===== config.mk =====
export PLATFORM = sky130hd
export DESIGN_NAME = pe_stream_arbiter
export DESIGN_NICKNAME = d
export VERILOG_FILES = /design/src/rtl/pe_stream_pkg.sv /design/src/rtl/pe_arb_fifo.sv /design/src/rtl/pe_stream_arbiter.sv
export SDC_FILE = /design/constraint.sdc
export NUM_CORES = 2
export LEC_CHECK = 0
export CORE_ASPECT_RATIO = 1.25
export CORE_MARGIN = 2
export CORE_UTILIZATION = 38
export CTS_BUF_LIST = sky130_fd_sc_hd__clkbuf_8 sky130_fd_sc_hd__clkbuf_16
export DETAILED_ROUTE_END_ITERATION = 8
export PLACE_DENSITY = 0.62
export SKIP_LAST_GASP = 1
export SLEW_MARGIN = 15
export SYNTH_ARGS = -nofsm -noshare
export SYNTH_HDL_FRONTEND = slang
export SYNTH_SLANG_ARGS = --single-unit

===== constraint.sdc =====
create_clock -name CLK -period 7.15 [get_ports CLK]
set_input_delay 1.43 -clock CLK [delete_from_list [all_inputs] [get_ports CLK]]
set_output_delay 1.43 -clock CLK [all_outputs]
set_load 0.02 [all_outputs]

===== src/rtl/pe_stream_pkg.sv =====
// Shared types and constants for the PE stream arbiter slice.
package pe_stream_pkg;
  localparam int DATA_W        = 64;
  localparam int LEN_W_DEFAULT = 16;
  localparam int HDR_LEN_LSB   = 0;

  typedef enum logic {
    IDLE,
    XFER
  } arb_state_t;
endpackage


===== src/rtl/pe_arb_fifo.sv =====
// Synchronous first-word-fall-through skid FIFO with occupancy-based almost-full.
module pe_arb_fifo
  import pe_stream_pkg::*;
#(
  parameter int DEPTH = 16,
  parameter int SLACK = 4
) (
  input  logic                   CLK,
  input  logic                   SYS_RST_N,
  input  logic                   wr_en,
  input  logic [DATA_W-1:0]      din,
  input  logic                   rd_en,
  output logic [DATA_W-1:0]      dout,
  output logic                   empty,
  output logic [$clog2(DEPTH):0] occupancy,
  output logic                   afull,
  output logic                   overflow
);
  localparam int AW = $clog2(DEPTH);
  localparam int CW = AW + 1;

  logic [DATA_W-1:0] mem [DEPTH];
  logic [AW-1:0]     wr_ptr, rd_ptr;
  logic [CW-1:0]     count;
  logic              full, wr_ok, rd_ok;

  assign full  = (count == CW'(DEPTH));
  assign empty = (count == '0);
  assign rd_ok = rd_en & ~empty;
  // A pop in the same cycle frees the slot, so writing into a full FIFO is legal then.
  assign wr_ok    = wr_en & (~full | rd_ok);
  assign overflow = wr_en & ~wr_ok;

  assign dout      = mem[rd_ptr];
  assign occupancy = count;
  assign afull     = (count >= CW'(DEPTH - SLACK));

  // NOTE: storage is deliberately not reset; the pointers and count alone define validity.
  always_ff @(posedge CLK) begin
    if (wr_ok) mem[wr_ptr] <= din;
  end

  always_ff @(posedge CLK) begin
    if (!SYS_RST_N) begin
      wr_ptr <= '0;
      rd_ptr <= '0;
      count  <= '0;
    end else begin
      if (wr_ok) wr_ptr <= wr_ptr + AW'(1);
      if (rd_ok) rd_ptr <= rd_ptr + AW'(1);
      count <= count + CW'(wr_ok) - CW'(rd_ok);
    end
  end
endmodule


===== src/rtl/pe_stream_arbiter.sv =====
// Packet-granular round-robin 2:1 arbiter merging two PE streams onto one D/D_VALID/D_BP port.
module pe_stream_arbiter
  import pe_stream_pkg::*;
#(
  parameter int DEPTH = 16,
  parameter int SLACK = 4,
  parameter int LEN_W = LEN_W_DEFAULT
) (
  input  logic              CLK,
  input  logic              SYS_RST_N,
  input  logic [DATA_W-1:0] D,
  input  logic              D_VALID,
  output logic              D_BP,
  input  logic [DATA_W-1:0] D2,
  input  logic              D2_VALID,
  output logic              D2_BP,
  output logic [DATA_W-1:0] Q,
  output logic              Q_VALID,
  output logic              Q_SRC,
  input  logic              Q_BP,
  output logic              ERR
);
  localparam int CW = $clog2(DEPTH) + 1;

  logic [1:0]        in_v;
  logic [DATA_W-1:0] in_d [2];
  logic [DATA_W-1:0] dout [2];
  logic [CW-1:0]     occ0, occ1;
  logic [1:0]        empty, afull, ovf, pop;

  arb_state_t        state;
  logic              ptr, gnt_q, gnt;
  logic [LEN_W-1:0]  remaining, hdr_len;

  // NOTE: sequential state always uses non-blocking assignments so every flop samples pre-edge values.
  always_ff @(posedge CLK) begin
    if (!SYS_RST_N) in_v <= '0;
    else            in_v <= {D2_VALID, D_VALID};
  end

  always_ff @(posedge CLK) begin
    in_d[0] <= D;
    in_d[1] <= D2;
  end

  pe_arb_fifo #(.DEPTH(DEPTH), .SLACK(SLACK)) u_fifo0 (
    .CLK(CLK), .SYS_RST_N(SYS_RST_N), .wr_en(in_v[0]), .din(in_d[0]), .rd_en(pop[0]),
    .dout(dout[0]), .empty(empty[0]), .occupancy(occ0), .afull(afull[0]), .overflow(ovf[0])
  );

  pe_arb_fifo #(.DEPTH(DEPTH), .SLACK(SLACK)) u_fifo1 (
    .CLK(CLK), .SYS_RST_N(SYS_RST_N), .wr_en(in_v[1]), .din(in_d[1]), .rd_en(pop[1]),
    .dout(dout[1]), .empty(empty[1]), .occupancy(occ1), .afull(afull[1]), .overflow(ovf[1])
  );

  assign D_BP  = afull[0];
  assign D2_BP = afull[1];

  // NOTE: the default assignment first keeps this combinational block from inferring a latch.
  always_comb begin
    gnt = gnt_q;
    if (state == IDLE) gnt = (empty == 2'b00) ? ptr : empty[0];
  end

  assign Q       = dout[gnt];
  assign Q_VALID = ~empty[gnt] & ~Q_BP;
  assign Q_SRC   = Q_VALID & gnt;
  assign pop     = {Q_VALID & gnt, Q_VALID & ~gnt};
  assign hdr_len = Q[HDR_LEN_LSB +: LEN_W];

  always_ff @(posedge CLK) begin
    if (!SYS_RST_N) begin
      state     <= IDLE;
      ptr       <= 1'b0;
      gnt_q     <= 1'b0;
      remaining <= '0;
      ERR       <= 1'b0;
    end else begin
      ERR <= ERR | (|ovf);
      case (state)
        IDLE: if (Q_VALID) begin
          if (hdr_len == '0) begin
            ptr <= ~gnt;
          end else begin
            gnt_q     <= gnt;
            remaining <= hdr_len;
            state     <= XFER;
          end
        end
        XFER: if (Q_VALID) begin
          remaining <= remaining - LEN_W'(1);
          if (remaining == LEN_W'(1)) begin
            state <= IDLE;
            ptr   <= ~gnt_q;
          end
        end
        default: state <= IDLE;
      endcase
    end
  end

  a_occ_bound: assert property (@(posedge CLK) disable iff (!SYS_RST_N)
    (occ0 <= CW'(DEPTH)) && (occ1 <= CW'(DEPTH)));
endmodule


==> results.md <==
Status:
- The run finished with clean final reports.

Yosys:
- The fraction of synthesis flops using an asynchronous set or reset pin is 0.
- The synthesized design contains 2048 enable-type register cells.
- The summed instance area of the synthesized netlist is 83300 um^2.
- For this run, the leading register cell type out of synthesis is sky130_fd_sc_hd__edfxtp_1.
- The number of synthesized register bits is 2232.
- In the synthesized netlist, the number of instances is 3669.
- The distinct cell type count of the synthesized netlist is 62.
- The mean post-synth cell area is 22.7 um^2.
- During synthesis, Yosys emitted a total of 0 warnings.
- Of the synthesized area, sequential elements account for 0.782.
- The net count of the mapped netlist is 3831.

Global routing:
- The overall global routing resource usage is 0.173.
- Summed over all layers, the global routing overflow is 0.
- Entering global routing, the biggest net connects 109 pins.
- The number of antenna violations at the first check in global routing is 29.
- The global-route wire length before repair is 281 mm.
- The via count of the first global-routing pass is 39395.

Floorplanning:
- The height of the chip is 527 um.
- The floorplan has 192 rows.
- The die is 423 um wide.
- The die outline area is 223000 um^2.
- The total area inside the core boundary comes to 218000 um^2.
- For this configuration, the core starts out at a cell density of 0.381.
- During I/O placement, the number of pins put on the boundary was 202.

Cells and area:
- The count of fill cells added during filler insertion is 18204.
- The top cell types in the final layout, fill and taps aside, are sky130_fd_sc_hd__edfxtp_1, sky130_fd_sc_hd__mux4_2, sky130_fd_sc_hd__nand2_1.
- The share of post-route cells with drive strength above 1 is 0.250.
- After routing the design area is 96500 um^2.
- The leading cell type in the layout, fill and taps excluded is sky130_fd_sc_hd__edfxtp_1.
- The net count of the finished layout is 4150.
- The area growth from synthesis to layout is 15.8%.
- Measured on the finished design, the core utilization comes to 0.442.

Setup path:
- The critical path's slowest cell is sky130_fd_sc_hd__or2_4.
- In this design, the critical path's most frequently occurring cell is sky130_fd_sc_hd__nand2_1.
- The highest net fanout along the worst path is 70.
- The kind of cell with the highest combined delay on the critical path is simple AND/OR/NAND/NOR gates.
- The maximum cell stage delay along the critical path is 0.78 ns.
- The kind of start point of the critical path is a flop.
- The worst path arrival time is 4.39 ns.
- Following the worst setup path forward leads to its endpoint at Q[21].
- The flop-to-flop setup slack is 2.51 ns.
- The signal on the critical path passes through inv_1 -> ha_1 -> or4b_1 -> a211oi_1 -> or2_4 -> nand2_1 -> nand2_1 -> clkdlybuf4s50_1.
- The reg-to-reg startpoint is u_fifo0.occupancy[2].
- The worst setup path is captured at an output port.
- The timing startpoint of the critical path is u_fifo1.occupancy[2].
- The count of buffer and inverter cells on the critical path is 2.
- The worst setup path is of the reg -> out kind.
- The reg-to-reg critical path endpoint is u_fifo1.mem[11][58].
- For the worst setup path, the data required time is 5.72 ns.
- The critical path depth in cells is 8.
- The number of cells on the worst reg-to-reg path is 10.

Timing:
- In the finished design, the share of the clock period the worst path needs comes to 0.814.
- The headroom to the max-slew limit is 0.230.
- The number of pins with negative max-slew slack in the final report was 0.
- The worst path meets setup with 1.33 ns of slack.
- The summed negative setup slack over all endpoints is 0 ns.
- The highest clock frequency the design can meet is 0.172 GHz.
- The clock arrives with 0.0266 ns of skew.
- Setup repair after global routing left no endpoint under its margin.
- The final hold violation count came to 0.
- For the pin with the worst max-slew slack, the measured transition is 1.15 ns.
- The number of failing setup endpoints in the final timing report is 0.
- The final critical-path required period is 5.82 ns.

Clocking:
- After clock tree synthesis, the clock-pin slew on the worst setup and hold paths is 0.06 ns.
- The number of levels the H-tree was split into is 4.
- In this run the post-CTS setup repair buffer count came out at 0.
- The deepest clock path buffer count is 4.
- The clock reaches the later pin of the worst-skew pair after 0.82 ns.
- Gates resized during post-CTS repair numbered 0.
- The TritonCTS clock tree is done.
- The tree is rooted in a sky130_fd_sc_hd__clkbuf_16.
- The total clock buffers created by CTS is 207.
- The number of sinks handled by clock tree synthesis is 2232.
- For this design, the CTS-stage hold fixing added 0 buffers.

Placement:
- The routability-driven placement congestion ratio is 0.806.
- The placed instances occupy a cell area of 89700 um^2.
- Buffers placed on the I/O ports in this run total 201.
- Before CTS, the worst setup slack after placement is 2.16 ns.
- The detailed placer's ending HPWL is 107 mm.

Min path:
- The worst min-delay path class is reg -> reg.

Flow run:
- The max-cap check violation count is 0.

Detailed routing:
- Dividing the detail-routed via count by the number of cells gives 5.41.
- The detail route stage leaves a number of antenna-violating nets equal to 0.
- For this block, the initial DRC count from the detailed router was 3082.
- The total via count in the routed design is 38231.
- The routed wire length is 195 mm.
- The average wire length per cell after detail routing is 27.7 um.
- The total iterations of the first detailed-routing run is 5.
- After detailed routing, the number of remaining DRC violations is 0.

Pwr:
- The worst-case IR drop observed on VDD is 0.209 mV.
- Power spread over the standard cell area amounts to 337 nW/um^2.
- The leakage power total is 0.0296 uW.
[kinds of logic after synthesis]
logic type               synth area share
flip-flops                          0.782
multiplexers                        0.169
AND/OR/NAND/NOR                    0.0204
buffers and inverters              0.0107
AO/OA/AOI/OAI                      0.0112
adder cells (fa/ha/maj)           0.00454
XOR/XNOR                          0.00189
[state kept, by name, indices dropped and copies added, names as in the netlist, 2 cells and up, named ones only]
register	count
in_d	128
in_v	2
remaining	16
u_fifo0.mem	1024
u_fifo0.occupancy	5
u_fifo0.rd_ptr	4
u_fifo0.wr_ptr	4
u_fifo1.mem	1024
u_fifo1.occupancy	5
u_fifo1.rd_ptr	4
u_fifo1.wr_ptr	4
[worst min-delay path by stage]
stage	cells after the start	from	slack [ns]	end
finish	1	ERR	0.49	ERR
detailed placement	1	ERR	0.48	ERR
floorplan	2	remaining[11]	0.45	remaining[11]
global route	1	ERR	0.51	ERR
global placement	1	ERR	0.46	ERR
CTS	1	ERR	0.49	ERR
[synth_stat cells, types with 4 or more instances]
cell type | instances | share of area
sky130_fd_sc_hd__o31ai_1 | 4 | 0.00036
sky130_fd_sc_hd__buf_2 | 35 | 0.0021
sky130_fd_sc_hd__a21oi_1 | 16 | 0.00096
sky130_fd_sc_hd__nand4_1 | 6 | 0.00045
sky130_fd_sc_hd__a21o_1 | 5 | 0.00045
sky130_fd_sc_hd__buf_1 | 37 | 0.0017
sky130_fd_sc_hd__nor2b_1 | 10 | 0.00075
sky130_fd_sc_hd__nor3_1 | 18 | 0.0011
sky130_fd_sc_hd__edfxtp_1 | 2048 | 0.74
sky130_fd_sc_hd__nor4_1 | 9 | 0.00068
sky130_fd_sc_hd__buf_4 | 5 | 0.00045
sky130_fd_sc_hd__mux2i_1 | 50 | 0.0060
sky130_fd_sc_hd__xnor2_1 | 8 | 0.00084
sky130_fd_sc_hd__and2_1 | 11 | 0.00083
sky130_fd_sc_hd__xor2_1 | 10 | 0.0011
sky130_fd_sc_hd__o21ai_0 | 10 | 0.00060
sky130_fd_sc_hd__mux4_2 | 600 | 0.16
sky130_fd_sc_hd__nand3_1 | 14 | 0.00084
sky130_fd_sc_hd__o211ai_1 | 6 | 0.00054
sky130_fd_sc_hd__dfxtp_1 | 184 | 0.044
sky130_fd_sc_hd__nor2_1 | 75 | 0.0034
sky130_fd_sc_hd__nand2_1 | 228 | 0.010
sky130_fd_sc_hd__mux2_2 | 4 | 0.00054
sky130_fd_sc_hd__ha_1 | 27 | 0.0041
sky130_fd_sc_hd__a22oi_1 | 49 | 0.0044
sky130_fd_sc_hd__clkbuf_1 | 103 | 0.0046
sky130_fd_sc_hd__a2111oi_0 | 4 | 0.00042
sky130_fd_sc_hd__inv_1 | 28 | 0.0013
sky130_fd_sc_hd__nand2b_1 | 7 | 0.00053
sky130_fd_sc_hd__a311oi_1 | 4 | 0.00042
sky130_fd_sc_hd__a31oi_1 | 4 | 0.00030
[layout make-up]
| class | count | area (um^2) | share of cell area |
|---|---|---|---|
| sequential | 2232 | 65200 | 0.676 |
| multi-input combinational | 1223 | 17500 | 0.181 |
| clock buffer | 228 | 5490 | 0.0569 |
| tap | 2910 | 3640 | 0.0377 |
| timing repair buffer | 294 | 3300 | 0.0342 |
| clock inverter | 145 | 1230 | 0.0127 |
| inverter | 30 | 113 | 0.00117 |
| antenna | 2 | 5.00 | 0.0000519 |
[metrics by stage]
step | std cells | total power, uW | hold WS (ns)
2_1_floorplan | 3669 | 19400 | 0.448
3_3_place_gp | 6689 | 21900 | 0.457
3_5_place_dp | 6689 | 22000 | 0.476
4_1_cts | 7062 | 32900 | 0.492
5_1_grt | 7064 | 33600 | 0.507
6_report | 7064 | 32500 | 0.488
[layer usage]
| layer | global-route usage | part of all wire | vias to the layer above |
|---|---|---|---|
| li1 | - | - | 15978 |
| met1 | 0.222 | 0.40 | 20787 |
| met2 | 0.299 | 0.51 | 1115 |
| met3 | 0.0246 | 0.050 | 331 |
| met4 | 0.0628 | 0.037 | 20 |
| met5 | 0 | 0.00054 | - |
[power by group]
group,switching (uW),internal [uW]
Combinational,3560,3150
Sequential,396,14500
Clock,4620,6280
Power figures use the tool's default switching activity.
